### config.mk
export PLATFORM = sky130hd
export DESIGN_NAME = tdm_demux_8
export DESIGN_NICKNAME = d
export VERILOG_FILES = /design/src/rtl/tdm_demux_8_pkg.sv /design/src/rtl/tdm_demux_8_slot_counter.sv /design/src/rtl/tdm_demux_8.sv
export SDC_FILE = /design/constraint.sdc
export NUM_CORES = 1
export LEC_CHECK = 0
export ABC_AREA = 1
export BUFFER_PORTS_ARGS = -buffer_cell sky130_fd_sc_hd__buf_2
export CAP_MARGIN = 15
export CORE_MARGIN = 2
export CORE_UTILIZATION = 23
export CTS_BUF_LIST = sky130_fd_sc_hd__clkbuf_4 sky130_fd_sc_hd__clkbuf_8 sky130_fd_sc_hd__clkbuf_16
export DETAILED_ROUTE_END_ITERATION = 10
export MAX_ROUTING_LAYER = met4
export SYNTH_ARGS = -nofsm -noshare
export SYNTH_HDL_FRONTEND = slang
export SYNTH_SLANG_ARGS = --single-unit
### constraint.sdc
create_clock -name clk -period 2.55 [get_ports clk]
set_clock_uncertainty 0.1 [all_clocks]
set_input_delay 0.3825 -clock clk [delete_from_list [all_inputs] [get_ports clk]]
set_output_delay 0.3825 -clock clk [all_outputs]
set_load 0.02 [all_outputs]
### src/rtl/tdm_demux_8_pkg.sv
// Shared constants and types for the 8-channel TDM receive path.
// Channel count, slot width, FSM encodings and the default miss limit.
package tdm_demux_8_pkg;

  localparam int NUM_CH       = 8;
  localparam int SLOT_W       = 3;
  localparam int MISS_MAX_DEF = 2;

  typedef enum logic {
    ST_HUNT = 1'b0,
    ST_RECV = 1'b1
  } state_e;

endpackage

### src/rtl/tdm_demux_8_slot_counter.sv
// slot_counter_3b: 3-bit slot counter, clear-to-0, load-to-1, enable.
// Ports: clk, rst_n (sync), en, load1, clr -> count, wrap (count==7 & en).
module slot_counter_3b
  import tdm_demux_8_pkg::*;
(
  input  logic              clk,
  input  logic              rst_n,
  input  logic              en,
  input  logic              load1,
  input  logic              clr,
  output logic [SLOT_W-1:0] count,
  output logic              wrap
);

  logic [SLOT_W-1:0] count_q;
  logic [SLOT_W-1:0] count_d;

  always_comb begin
    count_d = count_q;
    if (clr) begin
      count_d = '0;
    end else if (load1) begin
      count_d = SLOT_W'(1);
    end else if (en) begin
      count_d = count_q + SLOT_W'(1);
    end
  end

  always_ff @(posedge clk) begin
    if (!rst_n) begin
      count_q <= '0;
    end else begin
      count_q <= count_d;
    end
  end

  assign count = count_q;
  assign wrap  = en & (count_q == '1);

endmodule

### src/rtl/tdm_demux_8.sv
// TDM receive demux: aligns on in_sync, stages 8 slot bits, emits a word.
// Ports: clk, rst_n, in_bit, in_valid, in_sync -> slot, out, out_valid, locked, sync_err.
module tdm_demux_8
  import tdm_demux_8_pkg::*;
#(
  parameter int MISS_MAX = MISS_MAX_DEF
) (
  input  logic              clk,
  input  logic              rst_n,
  input  logic              in_bit,
  input  logic              in_valid,
  input  logic              in_sync,
  output logic [SLOT_W-1:0] slot,
  output logic [NUM_CH-1:0] out,
  output logic              out_valid,
  output logic              locked,
  output logic              sync_err
);

  localparam logic [2:0] MISS_LIM = 3'(MISS_MAX);

  state_e            state_q, state_d;
  logic [NUM_CH-1:0] stage_q, stage_d;
  logic [2:0]        miss_q, miss_d;
  logic [2:0]        miss_inc;
  logic [NUM_CH-1:0] out_q, out_d;
  logic              out_valid_q, out_valid_d;
  logic              sync_err_q, sync_err_d;
  logic              cnt_en, cnt_ld, cnt_clr;
  logic              wrap;
  logic              is_s0, early, lost;

  slot_counter_3b u_slot (
    .clk   (clk),
    .rst_n (rst_n),
    .en    (cnt_en),
    .load1 (cnt_ld),
    .clr   (cnt_clr),
    .count (slot),
    .wrap  (wrap)
  );

  assign miss_inc = (miss_q >= MISS_LIM) ? MISS_LIM : miss_q + 3'd1;
  assign is_s0    = (slot == '0);
  assign early    = ~is_s0 & in_sync;
  assign lost     = is_s0 & ~in_sync & (miss_inc == MISS_LIM);

  always_comb begin
    state_d    = state_q;
    stage_d    = stage_q;
    miss_d     = miss_q;
    sync_err_d = 1'b0;
    cnt_en     = 1'b0;
    cnt_ld     = 1'b0;
    cnt_clr    = 1'b0;
    if (in_valid) begin
      if (state_q == ST_HUNT) begin
        if (in_sync) begin
          stage_d = {{(NUM_CH-1){1'b0}}, in_bit};
          miss_d  = '0;
          cnt_ld  = 1'b1;
          state_d = ST_RECV;
        end
      end else begin
        unique case (1'b1)
          early: begin
            sync_err_d = 1'b1;
            stage_d    = {{(NUM_CH-1){1'b0}}, in_bit};
            miss_d     = '0;
            cnt_ld     = 1'b1;
          end
          lost: begin
            sync_err_d = 1'b1;
            miss_d     = miss_inc;
            cnt_clr    = 1'b1;
            state_d    = ST_HUNT;
          end
          default: begin
            stage_d[slot] = in_bit;
            cnt_en        = 1'b1;
            if (is_s0) begin
              miss_d = in_sync ? 3'd0 : miss_inc;
            end
          end
        endcase
      end
    end
  end

  // wrap only fires on a normal slot-7 store, so completion
  // and framing errors are mutually exclusive.
  always_comb begin
    out_valid_d = wrap;
    out_d       = wrap ? {in_bit, stage_q[NUM_CH-2:0]} : out_q;
  end

  always_ff @(posedge clk) begin
    if (!rst_n) begin
      state_q     <= ST_HUNT;
      stage_q     <= '0;
      miss_q      <= '0;
      out_q       <= '0;
      out_valid_q <= 1'b0;
      sync_err_q  <= 1'b0;
    end else begin
      state_q     <= state_d;
      stage_q     <= stage_d;
      miss_q      <= miss_d;
      out_q       <= out_d;
      out_valid_q <= out_valid_d;
      sync_err_q  <= sync_err_d;
    end
  end

  assign out       = out_q;
  assign out_valid = out_valid_q;
  assign sync_err  = sync_err_q;
  assign locked    = (state_q == ST_RECV);

endmodule

==> reports/metrics.yaml <==
synth_top_area_cell: "dfxtp_1"
synth-adder-area-share: 0.04008
ys_ff_latch: 24
worstPathMaxFanout: 17
start_util: 0.2414
setup_tns_ns: 0
path_clk_slew_ns: 0.09
vias_per_cell: 4.118
postCtsSetupRepairBufs: 0
critPathKind: "flip-flop to flip-flop"
synth-edff-count: 0
tightest_slew_ns: 0.5498
cap_violations: 0
globalplace.congestion: 0.8449
end_kind: "flip-flop"
synth_area_leaders: "dfxtp_1 38%, nand2_1 15%, nand3_1 8.0%"
antenna_found_initial: 0
synth_seq_area_share: 0.3848
fmax_mhz: 528.9
cts_tree: "built"
synth_top_family_by_area: "simple AND/OR/NAND/NOR gates"
rsz0062_at_grt: "no"
io_pins: 19
synthSimpleGateAreaFrac: 0.3828
hold_path.class: "input pin to flip-flop"
syn_area_um2: 1249
p_per_area_nw_per_um2: 573.2
slew_headroom: 0.6296
grt-ovfl-total: 0
ant_nets: 0
post-route-drc-count: 0
irDropWorstVdd_v: 0.0001856
fin_crit_ns: 1.891
cp.required_ns: 2.61
first_pass_iters: 4
synthToLayoutAreaGrowth_pct: 17.03
finalHoldViolCount: 0
yosysUniqueCellTypes: 21
final_nets: 211
setup_viol_count_final: 0
cp-start-kind: "flip-flop"
cts-resized-gates: 0
grt_max_degree: 18
die-width_um: 77.68
io_buffers: 18
synthMuxAreaShare: 0
design.die.area_um2: 6034
drt_wl_total_um: 2594
layout-drive-gt1-share: 0.1642
yosys_warnings: 0
synth-xor-area-share: 0
die_h_um: 77.68
status: "completed"
cts_sinks: 24
wl_per_cell_um: 9.572
rows: 26
cts_hold_buffers: 0
cts_buffers: 3
dp_hpwl_um: 1969
max-clock-path-buffers: 2
synth_ff_type: "dfxtp_1"
grt_first_pass_wirelength_um: 4443
leakagePower_uw: 0.0007694
synth.top_cell.area_share: 0.3848
syn_avg_cell_area_um2: 6.861
cp.arrival_ns: 1.95
synth_most_common_cell: "nand2_1"
fin_crit_sh: 0.7415
synth_compound_area_frac: 0.07916
clock-root-buffer: "clkbuf_8"
syn_inst: 182
grt_use_total: 0.09287
async_flop_share: 0
grt_pass1_vias: 1005
vias: 1116
synthTopCellsByCount: "50 x nand2_1, 26 x inv_1, 24 x dfxtp_1"
coreArea_um2: 5172
total_power_uw: 837.6
clk_latency_ns: 0.26
synth_fp_nets: 191
cts_max_level: 1
fin_util: 0.2825
drv_slew: 0
drtIter0Drc: 75
num_antenna_cells: 0
[report_power, final]
| group | total, uW | internal, uW | switching (uW) |
|---|---|---|---|
| combinational | 112 | 33.5 | 78.1 |
| clock | 331 | 210 | 122 |
| sequential | 395 | 384 | 11.2 |
[sequential cells by signal, summed over array words and instances (netlist names)]
name	flops
out	8
stage_q	7
miss_q	3
u_slot.count	3
locked	1
out_valid	1
sync_err	1
[per-stage QoR]
step           setup slack (ns)  hold slack (ns)  area (um2)  cells
2_1_floorplan            0.7633           0.3440        1249    182
3_3_place_gp             0.7627           0.3567        1390    267
3_5_place_dp             0.6879           0.3573        1390    267
4_1_cts                  0.6540           0.2684        1461    271
5_1_grt                  0.5405           0.2873        1461    271
6_report                 0.6593           0.2757        1461    271
[worst max-delay path, cell delays in order (launching register included)]
cell     delay (ns)
dfxtp_1        0.49
inv_1          0.14
ha_1           0.24
nand2_2        0.11
nor2_4         0.05
nand3_4        0.15
nand4_4        0.25
nor2_1         0.19
nor2_1         0.06
[area by class of cell]
type	instances	area, um2
clock inverters	1	30.03
multi-input cells	127	626.9
well taps	70	87.58
repair buffers	18	90.09
clock buffers	3	41.29
inverters	28	105.1
flip-flops and latches	24	480.5
fillers	564	3711
[per-layer routing]
| metal | track usage | part of all wire | vias up |
|---|---|---|---|
| met5 | - | 0 | - |
| met4 | 0.04107 | 0.015 | 0 |
| met3 | 0.01744 | 0.040 | 4 |
| met2 | 0.1440 | 0.44 | 20 |
| met1 | 0.1175 | 0.50 | 480 |
| li1 | - | - | 612 |
[kinds of logic after synthesis]
family / count (synthesis)
and+or+nand+nor: 104
buffers and inverters: 31
adders and majority gates: 4
DFF: 24
AOI/OAI and AO/OA: 19
[cells in the final DEF (no fill, tap or decap), drive strengths merged]
cell type,instances
clkbuf,3
ha,4
o22ai,1
bufinv,1
nand2,53
nand4,3
nand3,22
o21ai,5
dfxtp,24
inv,28
a21oi,12
nor2,26
o31ai,1
buf,18
[worst paths after layout]
| check | start | end | slack [ns] | cells after the start |
|---|---|---|---|---|
| worst max-delay path | u_slot.count[0]$_SDFFE_PP0P_ | out[0]$_SDFFE_PN0P_ | 0.66 | 8 |
| worst max register to register | u_slot.count[0]$_SDFFE_PP0P_ | out[0]$_SDFFE_PN0P_ | 0.66 | 8 |
| worst min register to register | stage_q[5]$_SDFFE_PN0P_ | stage_q[5]$_SDFFE_PN0P_ | 0.37 | 2 |
| worst min-delay path | in_bit | out[7]$_SDFFE_PN0P_ | 0.28 | 3 |
(Power assumes the default switching activity.)
